<file path="config.mk">
export PLATFORM = sky130hd
export DESIGN_NAME = apb_master
export DESIGN_NICKNAME = d
export VERILOG_FILES = /design/src/rtl/apb_master.sv
export SDC_FILE = /design/constraint.sdc
export NUM_CORES = 1
export LEC_CHECK = 0
export CORE_ASPECT_RATIO = 0.8
export CORE_MARGIN = 3
export CORE_UTILIZATION = 42
export DETAILED_ROUTE_END_ITERATION = 6
export PLACE_DENSITY = 0.84
export SETUP_SLACK_MARGIN = 0.05
export SLEW_MARGIN = 10
export SYNTH_ARGS = -nofsm -noshare
export SYNTH_HDL_FRONTEND = slang
export SYNTH_SLANG_ARGS = --single-unit
</file>
<file path="constraint.sdc">
create_clock -name sys_clk -period 3.57 [get_ports sys_clk]
set_clock_uncertainty 0.1 [all_clocks]
set_input_delay 0.714 -clock sys_clk [delete_from_list [all_inputs] [get_ports sys_clk]]
set_output_delay 0.714 -clock sys_clk [all_outputs]
set_load 0.01 [all_outputs]
</file>
<file path="src/rtl/apb_master.sv">
// rtl/apb_master.sv - APB4 initiator: one valid/ready command becomes one SETUP+ACCESS transfer with wait-state timeout
module apb_master #(
    parameter int ADDR_W  = 12,
    parameter int DATA_W  = 32,
    parameter int TIMEOUT = 16
) (
    input  logic                  sys_clk,
    input  logic                  sys_rst,
    input  logic                  cmd_valid,
    output logic                  cmd_ready,
    input  logic                  cmd_write,
    input  logic [ADDR_W-1:0]     cmd_addr,
    input  logic [DATA_W-1:0]     cmd_wdata,
    input  logic [DATA_W/8-1:0]   cmd_strb,
    output logic                  rsp_valid,
    output logic [DATA_W-1:0]     rsp_rdata,
    output logic                  rsp_err,
    output logic                  rsp_timeout,
    output logic                  busy,
    output logic                  tim_psel,
    output logic                  tim_penable,
    output logic                  tim_pwrite,
    output logic [ADDR_W-1:0]     tim_paddr,
    output logic [DATA_W-1:0]     tim_pwdata,
    output logic [DATA_W/8-1:0]   tim_pstrb,
    input  logic [DATA_W-1:0]     tim_prdata,
    input  logic                  tim_pready,
    input  logic                  tim_pslverr
);
    localparam int STRB_W = DATA_W / 8;
    localparam int CNT_W  = (TIMEOUT < 1) ? 1 : $clog2(TIMEOUT + 1);
    localparam logic [CNT_W-1:0] CNT_LAST = (TIMEOUT > 0) ? CNT_W'(TIMEOUT - 1) : '0;

    typedef enum logic [1:0] {
        IDLE,
        SETUP,
        ACCESS
    } state_t;

    state_t              state_q;
    logic                ready_q;
    logic                busy_q;
    logic                psel_q;
    logic                penable_q;
    logic                pwrite_q;
    logic [ADDR_W-1:0]   paddr_q;
    logic [DATA_W-1:0]   pwdata_q;
    logic [STRB_W-1:0]   pstrb_q;
    logic                rsp_valid_q;
    logic [DATA_W-1:0]   rsp_rdata_q;
    logic                rsp_err_q;
    logic                rsp_timeout_q;
    logic [CNT_W-1:0]    wait_cnt_q;
    logic [CNT_W-1:0]    wait_cnt_d;
    logic                timeout_hit;

    always_comb begin
        wait_cnt_d  = wait_cnt_q + CNT_W'(1);
        // TIMEOUT of zero means wait forever, so the threshold never fires.
        timeout_hit = (TIMEOUT > 0) && (wait_cnt_q == CNT_LAST);
    end

    always_ff @(posedge sys_clk) begin
        if (sys_rst) begin
            state_q       <= IDLE;
            ready_q       <= 1'b0;
            busy_q        <= 1'b0;
            psel_q        <= 1'b0;
            penable_q     <= 1'b0;
            pwrite_q      <= 1'b0;
            paddr_q       <= '0;
            pwdata_q      <= '0;
            pstrb_q       <= '0;
            rsp_valid_q   <= 1'b0;
            rsp_rdata_q   <= '0;
            rsp_err_q     <= 1'b0;
            rsp_timeout_q <= 1'b0;
            wait_cnt_q    <= '0;
        end else begin
            rsp_valid_q <= 1'b0;
            case (state_q)
                IDLE: begin
                    ready_q <= 1'b1;
                    if (cmd_valid && ready_q) begin
                        state_q  <= SETUP;
                        ready_q  <= 1'b0;
                        busy_q   <= 1'b1;
                        psel_q   <= 1'b1;
                        pwrite_q <= cmd_write;
                        paddr_q  <= cmd_addr;
                        pwdata_q <= cmd_wdata;
                        pstrb_q  <= cmd_write ? cmd_strb : '0;
                    end
                end
                SETUP: begin
                    state_q    <= ACCESS;
                    penable_q  <= 1'b1;
                    wait_cnt_q <= '0;
                end
                ACCESS: begin
                    if (tim_pready) begin
                        state_q       <= IDLE;
                        ready_q       <= 1'b1;
                        busy_q        <= 1'b0;
                        psel_q        <= 1'b0;
                        penable_q     <= 1'b0;
                        rsp_valid_q   <= 1'b1;
                        rsp_rdata_q   <= pwrite_q ? '0 : tim_prdata;
                        rsp_err_q     <= tim_pslverr;
                        rsp_timeout_q <= 1'b0;
                    end else if (timeout_hit) begin
                        state_q       <= IDLE;
                        ready_q       <= 1'b1;
                        busy_q        <= 1'b0;
                        psel_q        <= 1'b0;
                        penable_q     <= 1'b0;
                        rsp_valid_q   <= 1'b1;
                        rsp_rdata_q   <= '0;
                        rsp_err_q     <= 1'b1;
                        rsp_timeout_q <= 1'b1;
                    end else begin
                        wait_cnt_q <= wait_cnt_d;
                    end
                end
                default: begin
                    state_q   <= IDLE;
                    ready_q   <= 1'b1;
                    busy_q    <= 1'b0;
                    psel_q    <= 1'b0;
                    penable_q <= 1'b0;
                end
            endcase
        end
    end

    assign cmd_ready   = ready_q;
    assign busy        = busy_q;
    assign tim_psel    = psel_q;
    assign tim_penable = penable_q;
    assign tim_pwrite  = pwrite_q;
    assign tim_paddr   = paddr_q;
    assign tim_pwdata  = pwdata_q;
    assign tim_pstrb   = pstrb_q;
    assign rsp_valid   = rsp_valid_q;
    assign rsp_rdata   = rsp_rdata_q;
    assign rsp_err     = rsp_err_q;
    assign rsp_timeout = rsp_timeout_q;

endmodule

</file>
Word level (Yosys, flattened, before mapping)
Index checks and enable logic that the tools add are counted.
W data, S select, Z words.
- register bits after elaboration: 94
- bits of input ports: 86
- output and inout bits: 88
- word-level logic and storage cells: 60
- add/sub/neg operators: 1
- equality and inequality tests: 7
- muxes and demuxes: 24
- bitwise operators: 3
- reduce and logical (&&, ||, !) cells: 12
- operator list (cell ; count):
    $mux W32 ; 3
    $mux W1 ; 10
    $mux W5 ; 2
    $pmux W5 S2 ; 1
    $reduce_and A2 Y1 ; 5
    $pmux W1 S3 ; 3
    $mux W2 ; 3
    $ne A2 B2 Y1 const B ; 3
    $pmux W2 S3 ; 1
    $reduce_and A3 Y1 ; 2
    $add A5 B1 Y5 const B ; 1
    $eq A5 B4 Y1 const B ; 1
    $mux W4 ; 1
    $reduce_bool A2 Y1 ; 2
    $ne A3 B3 Y1 const B ; 1
    $not A1 Y1 ; 3
    $eq A2 B1 Y1 const B ; 1
    $eq A2 B2 Y1 const B ; 1
    $logic_not A2 Y1 ; 1
    $reduce_or A2 Y1 ; 1
    $logic_and A1 B1 Y1 ; 1

Longest topological paths before layout
Gate-level depths: netlist of the first run.
- word-level depth: 4
- mapped depth: 7

Worst setup path before layout of the first run
Ideal clock, no wire load.
- path type: register -> register
- from: register wait_cnt_q[0]
- to: register wait_cnt_q[3]
- setup time: 0.080 ns
- arrival time: 1.923 ns
- required time: 3.390 ns
- setup slack: 1.467 ns
- cell stages (with the launch flop): 7
- buffers on the path: 0
- clock period less this slack: 2.103 ns
- cells stage by stage: dfxtp_1 -> ha_1 -> and3_1 -> ha_1 -> or4b_4 -> or3_1 -> a211oi_2
- cells in the longest elaborated chain, start to end: 4
- elaborated cells on any way between the ends: 7
- those cells by class: 1 x add/sub; 2 x eq/ne; 3 x mux; 1 x reduce/logical
- RTL lines (item ; line ; text):
    start, declared ; 53 ; logic [CNT_W-1:0] wait_cnt_q;
    start signal, assigned ; 122 ; wait_cnt_q <= wait_cnt_d;
    $add A5 B1 Y5 ; 58 ; wait_cnt_d = wait_cnt_q + CNT_W'(1);
    $mux W5 ; 111 ; end else if (timeout_hit) begin
    $mux W5 ; 101 ; if (tim_pready) begin
    $pmux W5 S2 ; 81 ; case (state_q)
Several ways; a longest one is shown, not always the timed one. The select of a mux whose other input is x is not followed.
A chain may end at the register's enable or synchronous reset.

Worst setup path after layout of the first run
- from: input port cmd_valid
- to: register pwdata_q[4] (netlist: tim_pwdata[4])
- cells in the longest elaborated chain, start to end: 2
- RTL lines (item ; line ; text):
    start, declared ; 9 ; input logic cmd_valid,
    $logic_and A1 B1 Y1 ; 84 ; if (cmd_valid && ready_q) begin
    $reduce_and A2 Y1 (no source line) ; -- ;
    end signal, assigned ; 91 ; pwdata_q <= cmd_wdata;
    end, declared ; 47 ; logic [DATA_W-1:0] pwdata_q;
No other way between the ends.

==> results of run 1 <==
power by group:
| group | switching (uW) | internal, uW | total (uW) |
|---|---|---|---|
| sequential | 23.3 | 1080 | 1110 |
| combinational | 126 | 173 | 299 |
| clock | 358 | 394 | 752 |
| total | 507 | 1650 | 2160 |
final cells by class:
type                            instances  area [um^2]
Timing Repair Buffer                  180         1780
Clock buffer                           10          128
Multi-Input combinational cell        285         1380
Tap cell                              105          131
Clock inverter                          6         86.3
Fill cell                             565         2200
Sequential cell                        94         1880
Inverter                                4         15.0
synthesized netlist by cell type (2+ instances only):
master / number
clkbuf_1: 30
nor2_1: 4
buf_4: 2
dfxtp_1: 94
o21ai_0: 23
ha_1: 2
or2_0: 2
nand2_1: 127
or3_1: 2
nor4bb_1: 2
inv_1: 4
nor3_1: 2
a21oi_1: 88
nand2b_1: 2
a211oi_1: 3
buf_2: 2
o21ai_1: 11
nand3_1: 9
worst max path at each step:
stage,startpoint,endpoint,cells after the start
after detailed placement,cmd_valid,tim_pwdata[16],5
final,cmd_valid,tim_pwdata[4],5
after global placement,cmd_valid,tim_pwdata[16],5
after global routing,cmd_valid,tim_pwdata[16],5
after CTS,cmd_valid,tim_pwdata[16],5
after floorplan,wait_cnt_q[0],wait_cnt_q[3],6
cell families after synthesis:
family          Yosys count  share of synthesized area (%)
simple gates            154                           19.0
compound gates          129                           20.0
fa+ha+maj                 2                          0.740
buf+inv                  39                           4.63
flops                    94                           55.7
sequential cells by signal, summed over array words and instances (netlist names):
name / cells
tim_penable: 1
cmd_ready: 1
rsp_rdata: 32
tim_pwrite: 1
rsp_valid: 1
rsp_err: 1
tim_psel: 1
tim_paddr: 12
wait_cnt_q: 5
rsp_timeout: 1
tim_pwdata: 32
state_q: 2
tim_pstrb: 4
stage by stage:
stage / setup slack (ns) / utilization [%] / area (um^2) / total power, uW
2_1_floorplan: 1.47 / - / 3380 / 1240
3_3_place_gp: 0.901 / 68.2 / 5190 / 1420
3_5_place_dp: 0.862 / 68.2 / 5190 / 1430
4_1_cts: 1.24 / 71.1 / 5400 / 2180
5_1_grt: 1.07 / 71.1 / 5400 / 2250
6_report: 1.22 / 71.1 / 5400 / 2160
critical path, stage by stage:
cell and delay, ns:
clkdlybuf4s50_1 0.53, nand4bb_2 0.57, buf_4 0.47, nand2_1 0.11
a21oi_1 0.06
metal layers:
layer | wire length [um] | vias up
met5 | 0 | -
met4 | 75 | 0
met3 | 1170 | 6
met2 | 4790 | 133
met1 | 4060 | 1607
li1 | - | 1708
==> impl_results.md, run 1 <==
* Final hold viol count at 0
* Startpoint types: input pin
* Syn_nets at 506
* Vias per cell at 5.05
* DR iter-0 viols at between 100 and 150
* Grt total ovfl at 0
* Syn. warnings at 0
* Max Cap Viol at 0
* Clk slew on worst S/H paths at 0.09 ns
* CTS resizes at 0
* CTS Hold Bufs at 0
* CTS sink cnt at 94
* R2r endpoint: wait_cnt_q[3]
* First-pass GRT wire length at between 15 and 20 mm
* Period utilization at 65.8%
* Cell count after synthesis at 418
* Die Area at ~0.0092 mm^2
* Gpl congestion at 0.802
* Placed Cells at 668
* Gr busiest metal: met2
* Hold path startpoint: tim_pwdata[26]
* Synthesized flop and latch total at 94
* Clk buf depth at 2
* Drt total wl at around 10 mm
* EDFF count, synth at 0
* Measured slew at the worst slew-check pin at 1.11 ns
* Worst EP arrival at around 2.5 ns
* TritonCTS Buffers at 9
* IO Count at 174
* Sum Neg Setup Slack at 0 ns
* Met1 Resource Use GR at 25.7%
* Fin nets at 662
* Total GRT Usage at between 20% and 30%
* Critical R2R Launch: wait_cnt_q[0]
* Critical path capture point type: flop
* Die H at 86.2 um
* Share of post-route cells with drive strength above 1 at 5.18%
* Routed via count at 3454
* Final ANT Viol Nets at 0
* RSZ-0062 raised after global routing: false
* Worst hold margin at 0.357 ns
* Worst reg-to-reg path cell count at 6
* Num rows at 28
* CP Class: input pin to flop
* Synth async-reset ratio at 0%
* CTS tree: yes
* Most common cell after layout, fill and taps aside: clkdlybuf4s50_1
* WP data required at roughly 3.7 ns
* Vias in the first global route at roughly 3300
* N_diodes at 0
* Worst hold stages at 2
* Leak at 0.00184 uW
* Ranking of synthesized cells by area: dfxtp_1 56%, nand2_1 14%, a21oi_1 13%
* Most frequent cells in the layout: 172 x clkdlybuf4s50_1, 127 x nand2_1, 94 x dfxtp_1
* Die W at 106 um
* Power Density at 399 mW/mm^2
* Rel. slew slack at a little over a quarter
* Met3 Track Usage GR at 11.6%
* Fmax at 426 MHz
* Post-synth top flop: dfxtp_1
* Status: finished, final reports clean
* Final setup fails at 0
* Largest net degree at the start of global routing at 40
* Insertion delay to the later sink of the worst-skew pair at 0.34 ns
* Avg Cell Area, Syn at slightly above 8 um^2
* Share of the synthesized area in the top cell type at 55.7%
* Clock Tree Root: clkbuf_8
* Critical Path Fanout Max at 27
* Crit path time final at 2.35 ns
* Drt drc at 0
* R2r setup slk at roughly 1.3 ns
* Sequential share of the synthesized area at 55.7%
* Core area at 0.00760 mm^2
* DPL Wire Length at 7.26 mm
* Initial Util at 44.5%
* Distinct cells, synth at 27
* Initial antenna violation count at 0
* Hold crit path type: flop to flop
* DR pass1 iterations at 4
* Hold path endpoint: tim_pwdata[26]
* Port Buf Inserts at 173
* Final cell count without fillers at ~680
* Area growth, synth to finish at 59.8%
* Wirelength per Cell at 14.8 um
* CTS HTree Levels at 3
* Area leader, netlist: dfxtp_1
* Peak supply drop at 0.293 mV
* Final Max Tran Viols at 0
* Mapped cell area at 0.00338 mm^2
* Routing usage on met2 at 36.6%
* Post CTS Setup Buffer Count at 0
Note: power is estimated with default switching activity, not from simulation.
==> inputs of run 2 (changes only) <==
Settings changed: CORE_UTILIZATION 42 to 39, PLACE_DENSITY 0.84 to 0.79.
Clock period 3.57 ns to 2.2 ns, I/O delays scaled along.
==> run 2 against run 1 <==
Setup slack got worse by 1.1 ns; first-iteration DRC count rose by 33%; critical path depth increased by 1; sequential power increased by 61%; core utilization decreased by 3.1 points; power up 56%; global-route usage is 1.5 points lower; non-clock buffer count is 12 higher; register-to-register slack worse by 1.2 ns; worst hold slack got worse by 0.00057 ns; combinational power grew 72%; flip-flop and latch count is the same; critical endpoint is now wait_cnt_q[2]; largest cell class is now non-clock buffers.
==> impl_results.md, run 2 (synthesized netlist as in run 1, its figures left out) <==
* Status: finished, final reports clean
* Period utilization at 96.0%
* Fmax at 474 MHz
* Rel. slew slack at 63.7% (+38 points)
* Most used cell, CP: ha_2
* Worst hold margin at 0.356 ns (-0.000569 ns)
* Num rows at 29 (+3.6%)
* Die H at 89.3 um (+3.5%)
* Routed via count at 3467 (+0.38%)
* TritonCTS Buffers at 9 (unchanged)
* Area growth, synth to finish at 64.1%
* Initial antenna violation count at 0 (unchanged)
* Leak at 0.00190 uW (+3.3%)
* Crit path cell chain: ha_2, and3_4, ha_2, or4b_4, or3_4, a211oi_2
* Wirelength per Cell at 14.7 um (-0.38%)
* Total GRT Usage at 20.5% (-1.5 points)
* Critical Path Fanout Max at 4 (-85%)
* Final Max Tran Viols at 0 (unchanged)
* Most frequent cells in the layout: 172 x clkdlybuf4s50_1, 127 x nand2_1, 92 x dfxtp_1
* DR iter-0 viols at 191 (+33%)
* First-pass GRT wire length at 15.9 mm (-2.1%)
* Worst EP arrival at 2.29 ns (-0.18 ns)
* WP data required at 2.38 ns (-1.31 ns)
* Clk buf depth at 2 (unchanged)
* CP Class: flop to flop
* Reg area at 0.00188 mm^2 (+0.13%)
* Final worst slack at 0.0881 ns (-1.13 ns)
* Max Cap Viol at 0 (unchanged)
* Measured slew at the worst slew-check pin at 0.545 ns (-0.563 ns)
* CTS Hold Bufs at 0 (unchanged)
* Port Buf Inserts at 173 (unchanged)
* Largest net degree at the start of global routing at 42 (+5.0%)
* RSZ-0062 raised after global routing: false
* DP Worst Slack at 0.00748 ns (-0.855 ns)
* Slowest stage cell on the critical path: or4b_4
* N_diodes at 0 (unchanged)
* Insertion delay to the later sink of the worst-skew pair at 0.35 ns (about the same)
* Final setup fails at 0 (unchanged)
* Peak supply drop at 0.396 mV (+35%)
* Final hold viol count at 0 (unchanged)
* Die W at 110 um (+3.6%)
* Clock Tree Root: clkbuf_8
* Grt total ovfl at 0 (unchanged)
* Clk slew on worst S/H paths at 0.09 ns (about the same)
* Critical path capture point type: flop
* Hold crit path type: flop to flop
* Startpoint types: flop
* Die Area at 0.00983 mm^2 (+7.2%)
* Crit path time final at 2.11 ns
* Sum Neg Setup Slack at 0 ns (unchanged)
* Share of post-route cells with drive strength above 1 at 8.63% (+3.4 points)
* Vias in the first global route at 3310 (+0.82%)
* Worst Path Buf+Inv at 0 (-2)
* Initial Util at 41.4% (-3.1 points)
* Filler cell count at 672 (+19%)
* CTS tree: yes
* Drt total wl at 10.3 mm (+1.8%)
* CP peak stage delay at 0.55 ns (-0.02 ns)
* Multi-input gate area at 0.00141 mm^2 (+2.0%)
* DPL Wire Length at 7.41 mm (+2.1%)
* Power Density at 608 mW/mm^2 (+52%)
* Most common cell after layout, fill and taps aside: clkdlybuf4s50_1
* Fin nets at 674 (+1.8%)
* CTS HTree Levels at 3 (unchanged)
* Gpl congestion at 0.818 (+2.0%)
* Final ANT Viol Nets at 0 (unchanged)
* IO Count at 174 (unchanged)
* DR pass1 iterations at 4 (unchanged)
* CTS sink cnt at 94 (unchanged)
* Vias per cell at 4.96 (-1.8%)
* Drt drc at 0 (unchanged)
* Core area at 0.00816 mm^2 (+7.4%)
* CP top delay family: simple AND/OR/NAND/NOR gates
==> run 2: cell types whose count changed in the layout (fill, tap and decap cells not counted), moves of 2 or more <==
cell       before  now
dfxtp_2         0    2
ha_2            0    2
bufinv_16       2    0
inv_6           0    3
ha_1            2    0
buf_4           7   14
buf_12          0    4
dfxtp_1        94   92
==> run 2: path summary, 6_finish.rpt <==
path	slack, ns	cells past startpoint	start	to
worst min register to register	0.36	2	tim_pstrb[1]	tim_pstrb[1]
worst max register to register	0.09	6	wait_cnt_q[1]	wait_cnt_q[2]
worst max-delay path	0.09	6	wait_cnt_q[1]	wait_cnt_q[2]
worst min-delay path	0.36	2	tim_pstrb[1]	tim_pstrb[1]
==> run 2: stage by stage <==
| stage | cell area (um^2) | std cells | total power [uW] | utilization, % |
|---|---|---|---|---|
| final | 5550 | 699 | 3370 | 67.9 |
| after global routing | 5550 | 699 | 3530 | 67.9 |
| after CTS | 5510 | 698 | 3420 | 67.5 |
| after detailed placement | 5320 | 682 | 2350 | 65.2 |
| after global placement | 5320 | 682 | 2340 | 65.2 |
| after floorplan | 3380 | 418 | 2010 | - |
==> run 2: cell type report <==
type	instances	share of cell area (%)
clock buffers	10	2.48
clock inverters	6	0.790
inverters	4	0.271
multi-input cells	285	25.4
flip-flops and latches	94	34.0
well taps	108	2.44
repair buffers	192	34.7
==> run 2: where the power goes <==
| group | internal [uW] | leakage [uW] | switching (uW) | total, uW |
|---|---|---|---|---|
| Combinational | 302 | 0.00105 | 213 | 514 |
| Clock | 451 | 0.0000935 | 617 | 1070 |
| Sequential | 1760 | 0.000764 | 33.5 | 1790 |
| Total | 2510 | 0.00190 | 863 | 3370 |
==> run 2: layer usage <==
metal | vias to the layer above | wire length, um | part of all wire (%) | track usage, %
met5 | - | 0 | 0 | 0
met4 | 0 | 136 | 1.3 | 5.93
met2 | 150 | 4630 | 45 | 33.1
met1 | 1580 | 4080 | 40 | 23.9
met3 | 15 | 1430 | 14 | 10.8
li1 | 1722 | - | - | -
==> run 2: worst reg2reg max path, stage by stage (launching register included) <==
cell,delay (ns)
dfxtp_2,0.34
ha_2,0.17
and3_4,0.17
ha_2,0.17
or4b_4,0.55
or3_4,0.38
a211oi_2,0.17
==> run 2: what timing repair did <==
action	4_1_cts	5_1_grt
buffers inserted	0	1
setup endpoints to repair	2	4
gates cloned	0	0
gates resized for setup	2	7
pin swaps	1	4
==> inputs of run 3 (changes only) <==
Settings changed: HOLD_SLACK_MARGIN set to 0.03.
==> results of run 3 <==
No change in the layout: final DEF, timing and power equal those of run 2.
